### config.mk
export PLATFORM = sky130hd
export DESIGN_NAME = color_bar_gen
export DESIGN_NICKNAME = d
export VERILOG_FILES = /design/src/rtl/color_bar_pkg.sv /design/src/rtl/color_bar_gen_bar_counter.sv /design/src/rtl/color_bar_gen.sv
export SDC_FILE = /design/constraint.sdc
export NUM_CORES = 1
export LEC_CHECK = 0
export ABC_CLOCK_PERIOD_IN_PS = 4500
export CAP_MARGIN = 40
export CORE_MARGIN = 4
export CORE_UTILIZATION = 30
export DETAILED_ROUTE_END_ITERATION = 16
export GPL_TIMING_DRIVEN = 1
export PLACE_DENSITY = 0.47
export REMOVE_ABC_BUFFERS = 1
export SYNTH_ARGS = -nofsm -noshare
export SYNTH_HDL_FRONTEND = slang
export SYNTH_SLANG_ARGS = --single-unit
### constraint.sdc
create_clock -name clk_25 -period 4.5 [get_ports clk_25]
set_input_delay 0.9 -clock clk_25 [delete_from_list [all_inputs] [get_ports clk_25]]
set_output_delay 0.9 -clock clk_25 [all_outputs]
set_load 0.02 [all_outputs]
### src/rtl/color_bar_pkg.sv
// Shared types for the colour-bar test-pattern generator.
// Holds the display-mode enum, the RGB struct, the 3-bit palette and common widths.
// No logic state lives here; latency/backpressure are properties of the users.
package color_bar_pkg;

    localparam int PKG_COLOR_W = 8;   // channel width of rgb_t
    localparam int IDX_W       = 4;   // bar index width (up to 16 bars)
    localparam int CNT_W       = 10;  // pixel/line coordinate width

    typedef enum logic [1:0] {
        MODE_VERT   = 2'd0,
        MODE_HORZ   = 2'd1,
        MODE_SCROLL = 2'd2,
        MODE_CHECK  = 2'd3
    } mode_t;

    typedef struct packed {
        logic [PKG_COLOR_W-1:0] r;
        logic [PKG_COLOR_W-1:0] g;
        logic [PKG_COLOR_W-1:0] b;
    } rgb_t;

    // code bit0 -> red, bit1 -> green, bit2 -> blue; each channel all-ones or zero.
    function automatic rgb_t palette(input logic [2:0] code);
        rgb_t c;
        c.r = {PKG_COLOR_W{code[0]}};
        c.g = {PKG_COLOR_W{code[1]}};
        c.b = {PKG_COLOR_W{code[2]}};
        return c;
    endfunction

endpackage

### src/rtl/color_bar_gen_bar_counter.sv
// Bar/sub-position counter pair: load, advance by STEP, wrap or saturate the bar index.
// Latency: bar_o/sub_o are the combinational next-state (value in effect this cycle).
// Backpressure: none; advances whenever adv_i is high.
// Ports: clk_i, rst_i (sync active-high), load_i + load_bar_i/load_sub_i,
//        adv_i, wrap_i (1 = wrap bar at NUM_BARS-1, 0 = saturate), bar_o, sub_o.
module bar_counter
    import color_bar_pkg::*;
#(
    parameter int BAR_SIZE = 80,
    parameter int NUM_BARS = 8,
    parameter int STEP     = 1
) (
    input  logic             clk_i,
    input  logic             rst_i,
    input  logic             load_i,
    input  logic [IDX_W-1:0] load_bar_i,
    input  logic [CNT_W-1:0] load_sub_i,
    input  logic             adv_i,
    input  logic             wrap_i,
    output logic [IDX_W-1:0] bar_o,
    output logic [CNT_W-1:0] sub_o
);

    localparam logic [CNT_W:0]   SIZE_L = (CNT_W+1)'(BAR_SIZE);
    localparam logic [CNT_W:0]   STEP_L = (CNT_W+1)'(STEP);
    localparam logic [IDX_W-1:0] LAST_L = IDX_W'(NUM_BARS - 1);

    logic [IDX_W-1:0] bar_q, bar_d;
    logic [CNT_W-1:0] sub_q, sub_d;
    logic [CNT_W:0]   sum;

    always_comb begin
        bar_d = bar_q;
        sub_d = sub_q;
        sum   = {1'b0, sub_q} + STEP_L;
        if (load_i) begin
            bar_d = load_bar_i;
            sub_d = load_sub_i;
        end else if (adv_i) begin
            if (sum >= SIZE_L) begin
                // Crossed a bar boundary: carry the remainder into the next bar.
                sub_d = CNT_W'(sum - SIZE_L);
                if (bar_q == LAST_L) begin
                    bar_d = wrap_i ? '0 : LAST_L;
                end else begin
                    bar_d = bar_q + 1'b1;
                end
            end else begin
                sub_d = sum[CNT_W-1:0];
            end
        end
    end

    always_ff @(posedge clk_i) begin
        if (rst_i) begin
            bar_q <= '0;
            sub_q <= '0;
        end else begin
            bar_q <= bar_d;
            sub_q <= sub_d;
        end
    end

    assign bar_o = bar_d;
    assign sub_o = sub_d;

endmodule

### src/rtl/color_bar_gen.sv
// Multi-mode colour-bar pattern generator (vertical, horizontal, scroll, checker) for 640x480.
// Latency: 1 cycle from horizontal_num/vertical_num/video_on to red/green/blue/bar_idx/pixel_valid.
// Backpressure: none; one pixel per clk_25. Ports: load_enable = sync reset, mode_req sampled at frame start.
module color_bar_gen
    import color_bar_pkg::*;
#(
    parameter int HVID        = 640,
    parameter int VVID        = 480,
    parameter int NUM_BARS    = 8,
    parameter int COLOR_W     = 8,
    parameter int SCROLL_STEP = 2
) (
    input  logic               clk_25,
    input  logic               load_enable,
    input  logic [9:0]         horizontal_num,
    input  logic [9:0]         vertical_num,
    input  logic               video_on,
    input  logic [1:0]         mode_req,
    output logic [COLOR_W-1:0] red,
    output logic [COLOR_W-1:0] green,
    output logic [COLOR_W-1:0] blue,
    output logic               pixel_valid,
    output logic [3:0]         bar_idx
);

    localparam int BAR_W = HVID / NUM_BARS;
    localparam int BAR_H = VVID / NUM_BARS;
    localparam logic [CNT_W-1:0] HVID_L = CNT_W'(HVID);
    localparam logic [CNT_W-1:0] VVID_L = CNT_W'(VVID);
    localparam logic [IDX_W:0]   NB_L   = (IDX_W+1)'(NUM_BARS);

    logic frame_start, h_zero, v_zero, scroll_mode;
    assign h_zero      = (horizontal_num == '0);
    assign v_zero      = (vertical_num == '0);
    assign frame_start = h_zero && v_zero;

    mode_t mode_q, mode_d;
    assign mode_d      = frame_start ? mode_t'(mode_req) : mode_q;
    assign scroll_mode = (mode_q == MODE_SCROLL);

    // Scroll offset: advances once per frame while scrolling, wraps after NUM_BARS bars.
    logic [IDX_W-1:0] scroll_bar;
    logic [CNT_W-1:0] scroll_sub;
    bar_counter #(.BAR_SIZE(BAR_W), .NUM_BARS(NUM_BARS), .STEP(SCROLL_STEP)) u_scroll (
        .clk_i      (clk_25),
        .rst_i      (load_enable),
        .load_i     (1'b0),
        .load_bar_i ('0),
        .load_sub_i ('0),
        .adv_i      (frame_start && scroll_mode),
        .wrap_i     (1'b1),
        .bar_o      (scroll_bar),
        .sub_o      (scroll_sub)
    );

    // Horizontal position; each line starts at the scroll offset in scroll mode.
    // The sub positions of h/v are internal to the counters and not needed here.
    logic [IDX_W-1:0] h_bar, v_bar;
    logic [CNT_W-1:0] h_sub_unused, v_sub_unused;
    bar_counter #(.BAR_SIZE(BAR_W), .NUM_BARS(NUM_BARS), .STEP(1)) u_hcnt (
        .clk_i      (clk_25),
        .rst_i      (load_enable),
        .load_i     (h_zero),
        .load_bar_i (scroll_mode ? scroll_bar : '0),
        .load_sub_i (scroll_mode ? scroll_sub : '0),
        .adv_i      (!h_zero && (horizontal_num < HVID_L)),
        .wrap_i     (scroll_mode),
        .bar_o      (h_bar),
        .sub_o      (h_sub_unused)
    );

    // Vertical position only moves on the first pixel of each line.
    bar_counter #(.BAR_SIZE(BAR_H), .NUM_BARS(NUM_BARS), .STEP(1)) u_vcnt (
        .clk_i      (clk_25),
        .rst_i      (load_enable),
        .load_i     (frame_start),
        .load_bar_i ('0),
        .load_sub_i ('0),
        .adv_i      (h_zero && !v_zero && (vertical_num < VVID_L)),
        .wrap_i     (1'b0),
        .bar_o      (v_bar),
        .sub_o      (v_sub_unused)
    );

    logic [IDX_W:0]   chk_sum;
    logic [IDX_W-1:0] idx;
    rgb_t             pix;

    always_comb begin
        chk_sum = {1'b0, h_bar} + {1'b0, v_bar};
        idx     = h_bar;
        case (mode_q)
            MODE_HORZ:  idx = v_bar;
            MODE_CHECK: idx = (chk_sum >= NB_L) ? IDX_W'(chk_sum - NB_L) : chk_sum[IDX_W-1:0];
            default:    idx = h_bar;
        endcase
        pix = palette(idx[2:0]);
    end

    logic [COLOR_W-1:0] red_q, red_d, green_q, green_d, blue_q, blue_d;
    logic               valid_q, valid_d;
    logic [IDX_W-1:0]   idx_q, idx_d;

    always_comb begin
        red_d   = '0;
        green_d = '0;
        blue_d  = '0;
        idx_d   = '0;
        valid_d = 1'b0;
        if (video_on) begin
            red_d   = {COLOR_W{|pix.r}};
            green_d = {COLOR_W{|pix.g}};
            blue_d  = {COLOR_W{|pix.b}};
            idx_d   = idx;
            valid_d = 1'b1;
        end
    end

    always_ff @(posedge clk_25) begin
        if (load_enable) begin
            mode_q  <= MODE_VERT;
            red_q   <= '0;
            green_q <= '0;
            blue_q  <= '0;
            idx_q   <= '0;
            valid_q <= 1'b0;
        end else begin
            mode_q  <= mode_d;
            red_q   <= red_d;
            green_q <= green_d;
            blue_q  <= blue_d;
            idx_q   <= idx_d;
            valid_q <= valid_d;
        end
    end

    assign red         = red_q;
    assign green       = green_q;
    assign blue        = blue_q;
    assign bar_idx     = idx_q;
    assign pixel_valid = valid_q;

endmodule

; ---- Word level (Yosys, flattened, before mapping)
; Index checks and enable logic that the tools add are counted.
[totals]
regBits = 52
out_inout_bits = 29
input_bits = 25
[classes]
n_mux = 23
n_reduce_logical = 12
bitwise = 1
addsub = 11
eq_ne = 6
n_lt_le_gt_ge = 6
[ops]
columns = cell, n
row1 = 10-bit two-way mux, 7
row2 = 4-bit two-way mux, 13
row3 = "10-bit by 1-bit adder with 11-bit output, second input constant", 2
row4 = "11-bit by 7-bit >= comparator with 1-bit output, second input constant", 2
row5 = 10-bit zero test, 2
row6 = "10-bit by 7-bit subtractor with 10-bit output, second input constant", 2
row7 = "4-bit by 1-bit adder with 4-bit output, second input constant", 3
row8 = "4-bit by 3-bit == test with 1-bit output, second input constant", 3
row9 = "10-bit by 2-bit adder with 11-bit output, second input constant", 1
row10 = "11-bit by 6-bit >= comparator with 1-bit output, second input constant", 1
row11 = "10-bit < comparator, second input constant", 1
row12 = "10-bit by 9-bit < comparator with 1-bit output, second input constant", 1
row13 = "10-bit by 6-bit subtractor with 10-bit output, second input constant", 1
row14 = 4-bit one-hot mux with 2 select lines, 1
row15 = 4-bit by 4-bit adder with 5-bit output, 1
row16 = "5-bit by 4-bit >= comparator with 1-bit output, second input constant", 1
row17 = 1-bit logical AND, 5
row18 = "2-bit == test, second input constant", 2
row19 = 2-bit OR reduction, 2
row20 = "4-bit subtractor, second input constant", 1
row21 = 3-bit two-way mux, 1
row22 = "2-bit by 1-bit == test with 1-bit output, second input constant", 1
row23 = 1-bit zero test, 2
row24 = 2-bit nonzero test, 1
row25 = 2 further kinds, 2

; ---- Depth between registers and ports, before layout
[logic_depth]
word_depth = 10
depth_mapped = 18
depth_no_buf = 17

; ---- Cells and area by module
; Synthesis repeated with hierarchy kept, for this count alone.
[unflattened]
cells_unflattened = 644
hier_area_um2 = 5046.1
[modules_own_cells]
columns = module, seq_area_each_um2, area_each_um2, cells_per_inst, n_inst
row1 = bar_counter at u_vcnt, 280.3, 1552.7, 208, 1
row2 = bar_counter at u_hcnt, 280.3, 1346.3, 174, 1
row3 = bar_counter at u_scroll, 280.3, 1338.8, 160, 1
row4 = color_bar_gen, 140.1, 808.3, 102, 1

; ---- Worst setup path before layout
; OpenSTA, ideal clock, no wires.
[synth_timing]
path_kind = in2reg
startpoint = input port horizontal_num[9]
endpoint = register idx_q[3] (netlist: bar_idx[3])
t_required_ns = 4.441
t_arrival_ns = 3.671
path_stages = 15
setup_slack_ns = 0.771
n_path_buf = 1
path_cell_list = nor4_4 > nand4_4 > or2_1 > buf_2 > a211oi_1 > xnor2_1 > nor2_1 > a311oi_2 > inv_1 > ha_1 > a21oi_1 > xor2_1 > o211ai_1 > o311ai_0 > o211a_1
[synth_via]
elab_chain_cells = 10
word_cells_on_any_way = 19
classes_between = add/sub: 2 / order compare: 2 / mux: 8 / reduce/logical: 7
[synth_lines]
columns = element, line_no
row1 = "start, declared", color_bar_gen.sv:15  ; input logic [9:0] horizontal_num,
row2 = "parallel branches: the longest is 5 deep, another holds 10-bit < comparator", n/a
row3 = 4-bit two-way mux (*), color_bar_gen_bar_counter.sv:36  ; if (load_i) begin
row4 = net h_bar[2], color_bar_gen.sv:58  ; logic [IDX_W-1:0] h_bar, v_bar;
row5 = 4-bit by 4-bit adder with 5-bit output (*), color_bar_gen.sv:90  ; chk_sum = {1'b0, h_bar} + {1'b0, v_bar};
row6 = 4-bit subtractor / 5-bit by 4-bit >= comparator with 1-bit output (equally long branches), color_bar_gen.sv:94  ; MODE_CHECK: idx = (chk_sum >= NB_L) ? IDX_W'(chk_sum - NB_L) : chk_sum[IDX_W-1:0];
row7 = 4-bit two-way mux (*), color_bar_gen.sv:94
row8 = 4-bit one-hot mux with 2 select lines (*), color_bar_gen.sv:92  ; case (mode_q)
row9 = "end signal, assigned", color_bar_gen.sv:132  ; idx_q <= idx_d;
row10 = "end, declared", color_bar_gen.sv:102  ; logic [IDX_W-1:0] idx_q, idx_d;
; Mark *: on every way through the listed nets, which the timed path passes.
; A chain may end at the register's enable or synchronous reset.

; ---- Worst setup path after layout
; Same ends and word-level chain as after synthesis.

==> metrics.txt <==
Total Power=0.0009415 W; clock share of power=0.472; Comb pwr share=0.067; overall routing resource usage=0.1374; hold depth=2; placed instance count=between 600 and 700; critical path capture point type=register; Die Wd=between 100 and 150 um; setup TNS=0 ns; H-tree depth=2; DRC Markers=0; hold_buf cts=0; First-pass DRT Iterations=4; post-CTS sizing=0; Max Freq=~250 MHz; antenna fix cells=0; Critical Path Start Type=input port; worst reg-to-reg path cell count=17; Multi-input gate area=2605 um2; Post-DRT Antenna Nets=0; core area=12720 um2; NetSw=0.0002164 W; crit path kind=in -> reg; GR Overflow Total=0; Seq pwr share=0.462; worst path required time=4.69 ns; clock sink count=48; # rows=slightly above 40; worst slew pin tran=about 0.52 ns; setup bufs post-CTS=0; worst-skew pair later-pin latency=0.30 ns; Fillers=1378; PD cells=between 200 and 250 nW/um2; drt wl/cell=14.09 um; synth unique cells=76; vias in the first global route=~3500; share of layout cells above drive strength 1=0.1216; Final Max Tran Viols=0; Hold Path Class=reg -> reg; initial core utilization=0.3084; number of DRC markers in iteration 0=190; via count=about 3500; Final Cycle Share=0.8961; port buffer count=53; RD Place Congestion=0.7943; Finished Cell Area=4667 um2; hpwl dp=7408 um; CTS Buffer Depth=2; first-pass GRT wire length=approximately 17000 um; FF+latch count, synth=48; Die H=~120 um; Reg clk slew, reported paths=about 0.070 ns; sequential-to-total area share from yosys stat=0.2449; hold violation count in the final report=0; worst-path maximum fanout=3; CTS tree=yes; root buffer cell=clkbuf_16; RSZ-0062 raised after global routing=no; # setup viols final=0; Worst Skew=0.005760 ns; Final min period=4.032 ns; TritonCTS buffer count=5; Placed Instance Area=4496 um2; LEAKAGE=1.643 nW; internal power=0.0007251 W; post-synthesis cell area=3924 um2; largest net degree at the start of global routing=33; Synth Instances=490; Area growth syn-to-layout=18.94%; antenna violations before repair=0; switching portion of total power=0.2298; Warnings, synthesis=0; Nets=560; status=completed; Die ar.=14970 um2; vias per inst=5.068; Synth async-reset ratio=0; Total Routed Length=9723 um; VDD IR max=140.6 uV; Ports=54; Final Instance Count excl. Fillers=690; Critical Path AT=around 4.2 ns; Post-synth EDFFs=0; slew margin rel.=0.6488; average size of a mapped cell=8.008 um2; ys flop type=dfxtp_1; max cap viols=0; FF+latch area=~960 um2
## cells in the mapped netlist, types with 5 or more instances
cell type	number	area share
a21oi_1	21	0.027
or4_1	5	0.0096
dfxtp_1	48	0.24
xor2_1	7	0.016
nand4_1	7	0.011
ha_1	17	0.054
inv_1	13	0.012
o21ai_0	21	0.027
buf_4	27	0.052
and3_1	7	0.011
nor3_1	5	0.0064
nand3_1	19	0.024
nor2b_1	8	0.013
xnor2_1	21	0.047
nand2_1	37	0.035
nor4_1	5	0.0080
nand2b_1	6	0.0096
buf_2	7	0.0089
and2_1	5	0.0080
clkbuf_1	16	0.015
or3_1	6	0.0096
nor2_1	64	0.061
mux2i_1	16	0.041
a21o_1	5	0.0096
## power by group through the flow
| stage | clock network [W] | logic (W) | registers, W |
|---|---|---|---|
| 3_5_place_dp | 0 | 0.0000634 | 0.000444 |
| 3_3_place_gp | 0 | 0.0000629 | 0.000444 |
| 6_report | 0.000444 | 0.0000628 | 0.000435 |
| 4_1_cts | 0.000463 | 0.0000638 | 0.000434 |
| 5_1_grt | 0.000474 | 0.0000689 | 0.000435 |
| 2_1_floorplan | 0 | 0.0000202 | 0.000444 |
## cell type report
class	instances	area share
clock buffer	5	0.02681
clock inverter	3	0.009920
inverter	13	0.01046
multi-input combinational	378	0.5582
sequential	48	0.2059
tap	172	0.04611
timing repair buffer	71	0.1426
## flip-flops by register name, summed over array words and instances, names as in the netlist
register / count
u_scroll.sub_q: 9
u_vcnt.bar_q: 4
u_hcnt.sub_q: 10
u_scroll.bar_q: 4
u_hcnt.bar_q: 4
bar_idx: 4
pixel_valid: 1
u_vcnt.sub_q: 10
mode_q: 2
## metrics by stage
step	setup slack [ns]	util	hold slack [ns]
6_report	0.4677	0.3668	0.5511
5_1_grt	0.1401	0.3668	0.6017
2_1_floorplan	0.7422	-	0.4913
3_5_place_dp	0.1230	0.3534	0.5492
3_3_place_gp	0.2116	0.3534	0.5397
4_1_cts	0.4366	0.3668	0.5630
## cell families after synthesis
family	share of synthesized area
AO/OA/AOI/OAI	0.2194
XOR/XNOR	0.06250
adder cells (fa/ha/maj)	0.05931
buffers and inverters	0.09120
flip-flops	0.2449
multiplexers	0.04942
AND/OR/NAND/NOR	0.2733
## layout by cell type (no fill, tap or decap), types with 6 or more instances in the layout
cell / count
nand3_1: 19
nand2_1: 37
dfxtp_1: 48
clkdlybuf4s50_1: 53
nand4_1: 7
buf_4: 18
xor2_1: 7
a21oi_1: 21
ha_1: 17
nor2b_1: 8
xnor2_1: 21
or3_1: 6
o21ai_0: 21
mux2i_1: 16
nor2_1: 64
and3_1: 7
inv_1: 13
nand2b_1: 6
## metal layers
| metal | track usage | routed length (um) | vias up |
|---|---|---|---|
| li1 | - | - | 1803 |
| met1 | 0.1790 | 4662 | 1629 |
| met2 | 0.2350 | 4645 | 56 |
| met3 | 0.02304 | 295 | 9 |
| met4 | 0.03639 | 120 | 0 |
| met5 | 0 | 0 | - |
## final timing paths
check	startpoint	to	slack, ns
setup / recovery	horizontal_num[9]	bar_idx[3]$_SDFF_PP0_	0.47
setup reg to reg	u_hcnt.sub_q[0]$_SDFFE_PP0P_	bar_idx[3]$_SDFF_PP0_	0.53
hold reg to reg	u_vcnt.sub_q[6]$_SDFFE_PP0P_	u_vcnt.sub_q[6]$_SDFFE_PP0P_	0.55
hold / removal	u_vcnt.sub_q[6]$_SDFFE_PP0P_	u_vcnt.sub_q[6]$_SDFFE_PP0P_	0.55
## critical path, stage by stage
cell	delay [ns]
clkdlybuf4s50_1	0.47
nor4_4	0.39
nand4_4	0.15
or2_1	0.29
a21oi_2	0.20
mux2i_1	0.24
nand2b_1	0.14
o311ai_2	0.13
ha_1	0.25
fa_1	0.41
a21oi_1	0.16
nor2b_1	0.06
o211ai_1	0.14
o311ai_0	0.15
o211a_1	0.14
Power figures use the tool's default switching activity.
